==> config.mk <==
export PLATFORM = sky130hd
export DESIGN_NAME = pong_match_ctrl
export DESIGN_NICKNAME = d
export VERILOG_FILES = /design/src/rtl/pong_pkg.sv /design/src/rtl/pong_frame_timer.sv /design/src/rtl/pong_match_ctrl.sv
export SDC_FILE = /design/constraint.sdc
export NUM_CORES = 1
export LEC_CHECK = 0
export ABC_AREA = 1
export CORE_MARGIN = 2
export CORE_UTILIZATION = 61
export DETAILED_ROUTE_END_ITERATION = 16
export DONT_BUFFER_PORTS = 1
export HOLD_SLACK_MARGIN = 0.06
export PLACE_DENSITY = 0.77
export SYNTH_ARGS = -nofsm -noshare
export SYNTH_HDL_FRONTEND = slang
export SYNTH_HIERARCHICAL = 1
export SYNTH_SLANG_ARGS = --single-unit
==> constraint.sdc <==
create_clock -name Clk -period 2.2 [get_ports Clk]
set_input_delay 0 -clock Clk [delete_from_list [all_inputs] [get_ports Clk]]
set_output_delay 0 -clock Clk [all_outputs]
set_load 0.005 [all_outputs]
==> src/rtl/pong_pkg.sv <==
// pong_pkg: shared state encoding, winner codes and serve directions for the pong match logic
package pong_pkg;
   typedef enum logic [2:0] {
      IDLE       = 3'd0,
      SERVE_WAIT = 3'd1,
      LAUNCH     = 3'd2,
      RALLY      = 3'd3,
      POINT      = 3'd4,
      GAME_OVER  = 3'd5
   } state_t;
   localparam logic [1:0] WIN_NONE = 2'b00;
   localparam logic [1:0] WIN_P1 = 2'b01;
   localparam logic [1:0] WIN_P2 = 2'b10;
   localparam logic DIR_LEFT = 1'b0;
   localparam logic DIR_RIGHT = 1'b1;
endpackage

==> src/rtl/pong_frame_timer.sv <==
// pong_frame_timer: counts frame ticks while enabled; done flags the tick that reaches SERVE_DELAY
module pong_frame_timer #(
   parameter int SERVE_DELAY = 60
) (
   input  logic clk_i,
   input  logic rst_ni,
   input  logic en_i,
   input  logic tick_i,
   output logic done_o
);
   logic [7:0] cnt_q, cnt_d;
   // held at zero while disabled, so every entry into the serve wait starts from zero
   always_comb cnt_d = en_i ? cnt_q + 8'(tick_i) : '0;
   assign done_o = en_i && tick_i && (cnt_q == 8'(SERVE_DELAY - 1));
   always_ff @(posedge clk_i) cnt_q <= rst_ni ? cnt_d : '0;
endmodule

==> src/rtl/pong_match_ctrl.sv <==
// pong_match_ctrl: match sequencer -- serve timing, rally end, scoring and winner for pong
module pong_match_ctrl
   import pong_pkg::*;
#(
   parameter int WIN_SCORE = 10,
   parameter int SERVE_DELAY = 60,
   parameter int SCORE_W = 4
) (
   input  logic               Clk,
   input  logic               Reset,
   input  logic               frame_tick,
   input  logic               start,
   input  logic               hit_left,
   input  logic               hit_right,
   output logic               ball_hold,
   output logic               ball_launch,
   output logic               serve_dir,
   output logic [SCORE_W-1:0] score1,
   output logic [SCORE_W-1:0] score2,
   output logic [1:0]         winner,
   output logic [2:0]         state
);
   localparam logic [SCORE_W-1:0] WIN = SCORE_W'(WIN_SCORE);
   state_t state_q, state_d;
   logic [SCORE_W-1:0] s1_q, s1_d, s2_q, s2_d;
   logic [1:0] win_q, win_d;
   logic hold_q, hold_d, launch_q, launch_d, dir_q, dir_d, start_q, serve_done;
   pong_frame_timer #(.SERVE_DELAY(SERVE_DELAY)) u_timer (
      .clk_i (Clk),
      .rst_ni(Reset),
      .en_i  (state_q == SERVE_WAIT),
      .tick_i(frame_tick),
      .done_o(serve_done)
   );
   always_comb begin
      state_d = state_q;
      s1_d = s1_q;
      s2_d = s2_q;
      win_d = win_q;
      dir_d = dir_q;
      case (state_q)
         IDLE:       state_d = start ? SERVE_WAIT : IDLE;
         SERVE_WAIT: state_d = serve_done ? LAUNCH : SERVE_WAIT;
         LAUNCH:     state_d = RALLY;
         RALLY: begin
            // right wall wins a tie: the simultaneous left hit is dropped
            if (hit_right) begin
               s1_d = (s1_q < WIN) ? s1_q + SCORE_W'(1) : s1_q;
               dir_d = DIR_LEFT;
               state_d = POINT;
            end else if (hit_left) begin
               s2_d = (s2_q < WIN) ? s2_q + SCORE_W'(1) : s2_q;
               dir_d = DIR_RIGHT;
               state_d = POINT;
            end
         end
         POINT: begin
            win_d = (s1_q == WIN) ? WIN_P1 : (s2_q == WIN) ? WIN_P2 : WIN_NONE;
            state_d = (s1_q == WIN || s2_q == WIN) ? GAME_OVER : SERVE_WAIT;
         end
         GAME_OVER:  state_d = (start && !start_q) ? IDLE : GAME_OVER;
         default:    state_d = IDLE;
      endcase
      if (state_d == IDLE) begin
         s1_d = '0;
         s2_d = '0;
         win_d = WIN_NONE;
         dir_d = DIR_RIGHT;
      end
      hold_d = !(state_d inside {LAUNCH, RALLY});
      launch_d = state_d == LAUNCH;
   end
   always_ff @(posedge Clk) begin
      if (!Reset) begin
         state_q <= IDLE;
         s1_q <= '0;
         s2_q <= '0;
         win_q <= WIN_NONE;
         hold_q <= 1'b1;
         launch_q <= 1'b0;
         dir_q <= DIR_RIGHT;
         start_q <= 1'b0;
      end else begin
         state_q <= state_d;
         s1_q <= s1_d;
         s2_q <= s2_d;
         win_q <= win_d;
         hold_q <= hold_d;
         launch_q <= launch_d;
         dir_q <= dir_d;
         start_q <= start;
      end
   end
   assign ball_hold = hold_q;
   assign ball_launch = launch_q;
   assign serve_dir = dir_q;
   assign score1 = s1_q;
   assign score2 = s2_q;
   assign winner = win_q;
   assign state = state_q;
endmodule

After elaboration in Yosys (flattened, before gate mapping)
Index checks and enable logic that the tools add are counted.

Register bits: 25. Logic and storage cells: 52.

Add/sub/neg operators: 3. Bitwise operators: 2. Magnitude comparators: 2. Reduce and logical (&&, ||, !) cells: 15. Multiplexer cells: 11. Equality and inequality tests: 10.

Operators by type and width (number): $pmux 3 s6 (1); $eq 3x2->1 const B (4); $mux 3 (4); $add 4x1->4 const B (2); $add 8x1->8 (1); $eq 4x4->1 const B (2); $eq 8x6->1 const B (1); $lt 4x4->1 const B (2); $eq 3x3->1 const B (2); $logic_not 3->1 (2); $mux 2 (3); $reduce_and 2->1 (2); $reduce_and 4->1 (1); $reduce_bool 2->1 (2); $eq 3x1->1 const B (1); $logic_and 1x1->1 (3); $mux 1 (3); $reduce_and 3->1 (1); $logic_not 1->1 (2); $not 1->1 (2); $reduce_or 2->1 (1); $logic_or 1x1->1 (1).

Logic depth before layout (Yosys ltp)
Depth after elaboration: 8. Mapped depth: 13. Gate-level depth less buffers: 13.

By module
Netlist, hierarchy kept.

By module, submodules not included: pong_match_ctrl (cells an instance 125, seq. area each 340.3 sq um, instances 1, area an instance 925.9 sq um); pong_frame_timer (cells an instance 51, seq. area each 160.2 sq um, instances 1, area an instance 379.1 sq um).

Worst setup path after synthesis
OpenSTA, ideal clock, no wires.

Kind: register -> register. Start point: register state_q[0] (netlist: state[0]). End point: register win_q[0] (netlist: winner[0]). Stages on the path, launching flop included: 14. Clock period less this slack: 1.597 ns. Path buffers: 0. Setup time: 0.119 ns. Required time: 2.081 ns. Arrival time: 1.478 ns. Slack: 0.603 ns. Path through: dfxtp_1 inv_2 nor2_2 nand2_2 inv_1 nand4_1 nor2_1 inv_1 nand3_1 nand2_1 nor2_2 nand3_2 nand2_4 nor2_2.

Word-level cells in the longest chain between the ends: 7. Elaborated cells on any way between the ends: 14.

Ends and longest elaborated chain: from (decl) (RTL line pong_match_ctrl.sv:24) `state_t state_q, state_d;`; from (signal assigned) (RTL line pong_match_ctrl.sv:84) `state_q <= state_d;`; $eq 3x1->1 (RTL line pong_match_ctrl.sv:31) `.en_i (state_q == SERVE_WAIT),`; $logic_and 1x1->1 (2 in series) (RTL line pong_frame_timer.sv:14) `assign done_o = en_i && tick_i && (cnt_q == 8'(SERVE_DELAY - 1));`; via serve_done (RTL line pong_match_ctrl.sv:27) `logic hold_q, hold_d, launch_q, launch_d, dir_q, dir_d, start_q, serve_done;`; $mux 2 (RTL line pong_match_ctrl.sv:43) `SERVE_WAIT: state_d = serve_done ? LAUNCH : SERVE_WAIT;`; $pmux 3 s6 (RTL line pong_match_ctrl.sv:41) `case (state_q)`; $logic_not 3->1 (RTL line pong_match_ctrl.sv:64) `if (state_d == IDLE) begin`; $reduce_or 2->1 (no line); to (signal assigned) (RTL line pong_match_ctrl.sv:87) `win_q <= win_d;`; to (decl) (RTL line pong_match_ctrl.sv:26) `logic [1:0] win_q, win_d;`.

The timed path passes the listed nets, and every way through them passes these cells. A chain may end at the register's enable or synchronous reset.

Final worst setup path
Start point: register state_q[0] (netlist: state[0]). End point: register s2_q[1] (netlist: score2[1]).

Word-level cells in the longest chain between the ends: 7. Elaborated cells on any way between the ends: 15.

Ends and longest elaborated chain: $eq 3x1->1 (RTL line pong_match_ctrl.sv:31); $logic_and 1x1->1 (2 in series) (RTL line pong_frame_timer.sv:14); via serve_done (RTL line pong_match_ctrl.sv:27); $mux 2 (RTL line pong_match_ctrl.sv:43); $pmux 3 s6 (RTL line pong_match_ctrl.sv:41); $logic_not 3->1 (RTL line pong_match_ctrl.sv:64); $reduce_or 2->1 (no line); to (signal assigned) (RTL line pong_match_ctrl.sv:77) `s2_q <= '0;`; to (signal assigned) (RTL line pong_match_ctrl.sv:86) `s2_q <= s2_d;`; to (decl) (RTL line pong_match_ctrl.sv:25) `logic [SCORE_W-1:0] s1_q, s1_d, s2_q, s2_d;`.

The timed path passes the listed nets, and every way through them passes these cells.

==> impl_metrics.py <==
metrics = {
    "outcome": {
        "status": "finished, final reports clean",
    },
    "critical_path": {
        "crit_fanout": 10,
        "max_stage_delay_ns": 0.43,
        "worstPathArrival_ns": 2.05,
        "cp-end-kind": "flop",
        "cp-start-kind": "flop",
        "r2r_slack_ns": 0.36,
        "slowest_stage": "dfxtp_1",
        "worstPathRequired_ns": 2.41,
        "crit_chain": "inv_2 > nor2_2 > nand2_2 > inv_1 > nand4_1 > nor2_1 > inv_1 > nand3_1 > nand2_1 > nor2_2 > nand3_2 > nand2_4 > nor2_2",
        "path_class": "reg -> reg",
        "crit_top_cell": "nor2_2",
    },
    "sta": {
        "slew_headroom_pct": 80.19,
        "timing.final.crit_share_pct": 83.68,
        "fmax_mhz": 543.2,
        "finalCriticalPeriod_ns": 1.841,
        "rsz0062_at_grt": "no",
        "setup_violations": 0,
        "finClkSkew_ns": 0.001453,
        "finalHoldViolations": 0,
        "slew_violations": 0,
        "setup_tns_ns": 0,
        "worst_pin_slew_ns": 0.2962,
    },
    "yosys": {
        "synth_top_area_share_pct": 38.35,
        "synth_top_area_cell": "dfxtp_1",
        "synth_ff_type": "dfxtp_1",
        "ys_top_cells_by_count": "inv_1, nand2_1, dfxtp_1, nor2_1, nor2_2",
        "netlist_instances": 176,
        "yosys_register_bits": 25,
        "synth_warnings": 6,
        "yosysSeqAreaShare_pct": 38.35,
        "postSynthAreaPerCell_um2": 7.415,
        "synth-edff-count": 0,
        "syn_nets": 188,
        "async_reset_ff_share_pct": 0,
        "synth_cell_types": 22,
        "synth_area_mm2": 0.001305,
        "netlist_top_cells_area": "dfxtp_1, inv_1, nand2_1",
    },
    "clock_network": {
        "cts_max_level": 1,
        "clock-sinks": 25,
        "cts_buffer_depth": 2,
        "worstSkewPairLatency_ns": 0.30,
        "cts_buffers": 3,
        "clk_pin_slew_ns": 0.13,
        "cts_tree": "yes",
        "post_cts_resized": 0,
        "cts_root_buffer": "clkbuf_4",
    },
    "power_and_ir_drop": {
        "switching_share_pct": 22.86,
        "ir_drop_mv": 0.3828,
        "pwr-share-seq_pct": 65.0,
        "p_comb_share_pct": 7.3,
        "p_clk_share_pct": 27.7,
        "p_int_uw": 544.2,
        "power_leakage_nw": 0.5420,
        "fin_total_pwr_uw": 705.4,
        "p_per_area_mw_per_mm2": 498.5,
        "p_sw_uw": 161.3,
    },
    "floorplanning": {
        "core.rowCount": 16,
        "start_util_pct": 65.85,
        "ios": 22,
        "die_w_um": 50.26,
        "die-area_mm2": 0.002526,
        "design.core.area_mm2": 0.001982,
        "die_h_um": 50.26,
    },
    "routing": {
        "routed_wl_mm": 2.169,
        "num_vias": 1032,
        "first_iter_violations": 20,
        "ant_nets": 0,
        "drc": 0,
        "wl_per_cell_um": 10.23,
        "drtPass1Iterations": 4,
        "vias_per_cell": 4.868,
    },
    "global_routing": {
        "antenna_found_initial": 0,
        "globalRouteTotalUtil_pct": 19.90,
        "grt_max_degree": 14,
        "grt_pass1_wl_mm": 3.891,
        "grt_pass1_vias": 969,
        "overflow": 0,
    },
    "cells_and_area": {
        "final_layout_size_suffix_gt1_share_pct": 19.46,
        "nets": 198,
        "diodes": 0,
        "synthToLayoutAreaGrowth_pct": 8.437,
        "fillers": 174,
    },
    "placement": {
        "gp_congestion": 0.8186,
        "dp_hpwl_mm": 1.682,
        "port_buffers": 0,
    },
    "job": {
        "cap_violations": 0,
    },
    "worst_hold_path": {
        "hp-class": "in -> reg",
    },
}
layout by cell type, fill, tap and decap left out, drive strengths merged:
cell,n
dlygate4sd3,5
o21a,1
nand3,10
ha,6
a21oi,4
xor2,3
xnor2,3
dfxtp,25
nor2,41
nand4,2
clkbuf,4
nor3,2
inv,32
a21boi,1
nand2,37
o21ai,9
routing by layer:
| layer | up-vias | GRT usage, % | routed length, µm |
|---|---|---|---|
| met5 | - | 0 | 0 |
| met4 | 0 | 5.556 | 12 |
| met3 | 2 | 3.571 | 99 |
| met2 | 25 | 33.11 | 1002 |
| met1 | 447 | 26.39 | 1054 |
| li1 | 558 | - | - |
stage by stage:
| step | instances | hold WS [ns] | area [µm²] | util, % | setup WS, ns |
|---|---|---|---|---|---|
| floorplan | 176 | 0.08543 | 1305 | - | 0.6027 |
| global placement | 203 | 0.09972 | 1339 | 67.55 | 0.5075 |
| detailed placement | 203 | 0.09411 | 1339 | 67.55 | 0.3758 |
| CTS | 212 | 0.07739 | 1415 | 71.40 | 0.3471 |
| global route | 212 | 0.1204 | 1415 | 71.40 | 0.1352 |
| finish | 212 | 0.08914 | 1415 | 71.40 | 0.3590 |
registers in the layout, indices dropped and copies added, names as in the netlist, 2 cells and up:
| register | flops |
|---|---|
| score1 | 4 |
| score2 | 4 |
| state | 3 |
| u_timer/cnt_q | 8 |
| winner | 2 |
worst max-delay path: cells and delay by family (launching register included):
kind / cells / cell delay [ns]
buf+inv: 3 / 0.24
flops: 1 / 0.43
simple gates: 10 / 1.08
final timing paths:
check,depth (start not counted),end,startpoint
worst max-delay path,13,score2[1],state[0]
worst max register to register,13,score2[1],state[0]
worst min register to register,2,u_timer/cnt_q[4],u_timer/cnt_q[4]
worst min-delay path,5,state[2],start
power groups by stage:
stage / logic (mW) / registers [mW] / clock network [mW]
final: 0.0514 / 0.459 / 0.195
after global routing: 0.0595 / 0.460 / 0.222
after CTS: 0.0516 / 0.459 / 0.205
after detailed placement: 0.0414 / 0.469 / 0
after global placement: 0.0397 / 0.469 / 0
after floorplan: 0.0350 / 0.468 / 0
area by class of cell:
cell class	count	area (µm²)	area share (%)
flip-flops and latches	25	500.5	35.37
clock buffers	4	26.28	1.857
inverters	32	120.1	8.488
multi-input cells	119	684.4	48.36
repair buffers	5	50.05	3.537
well taps	27	33.78	2.387
cells by family (layout without fill, tap and decap cells):
kind of cell	Yosys count	after routing	share of synthesized area (%)
simple gates	92	92	36.24
buf+inv	32	41	9.204
compound gates	15	15	6.425
flops	25	25	38.35
xor+xnor	6	6	4.028
fa+ha+maj	6	6	5.752
timing repair:
action | 4_1_cts | 5_1_grt
hold buffers | 5 | 0
hold endpoints to repair | 22 | 0
buffers inserted | 0 | 0
No activity file was read; power rests on OpenSTA's default activity.
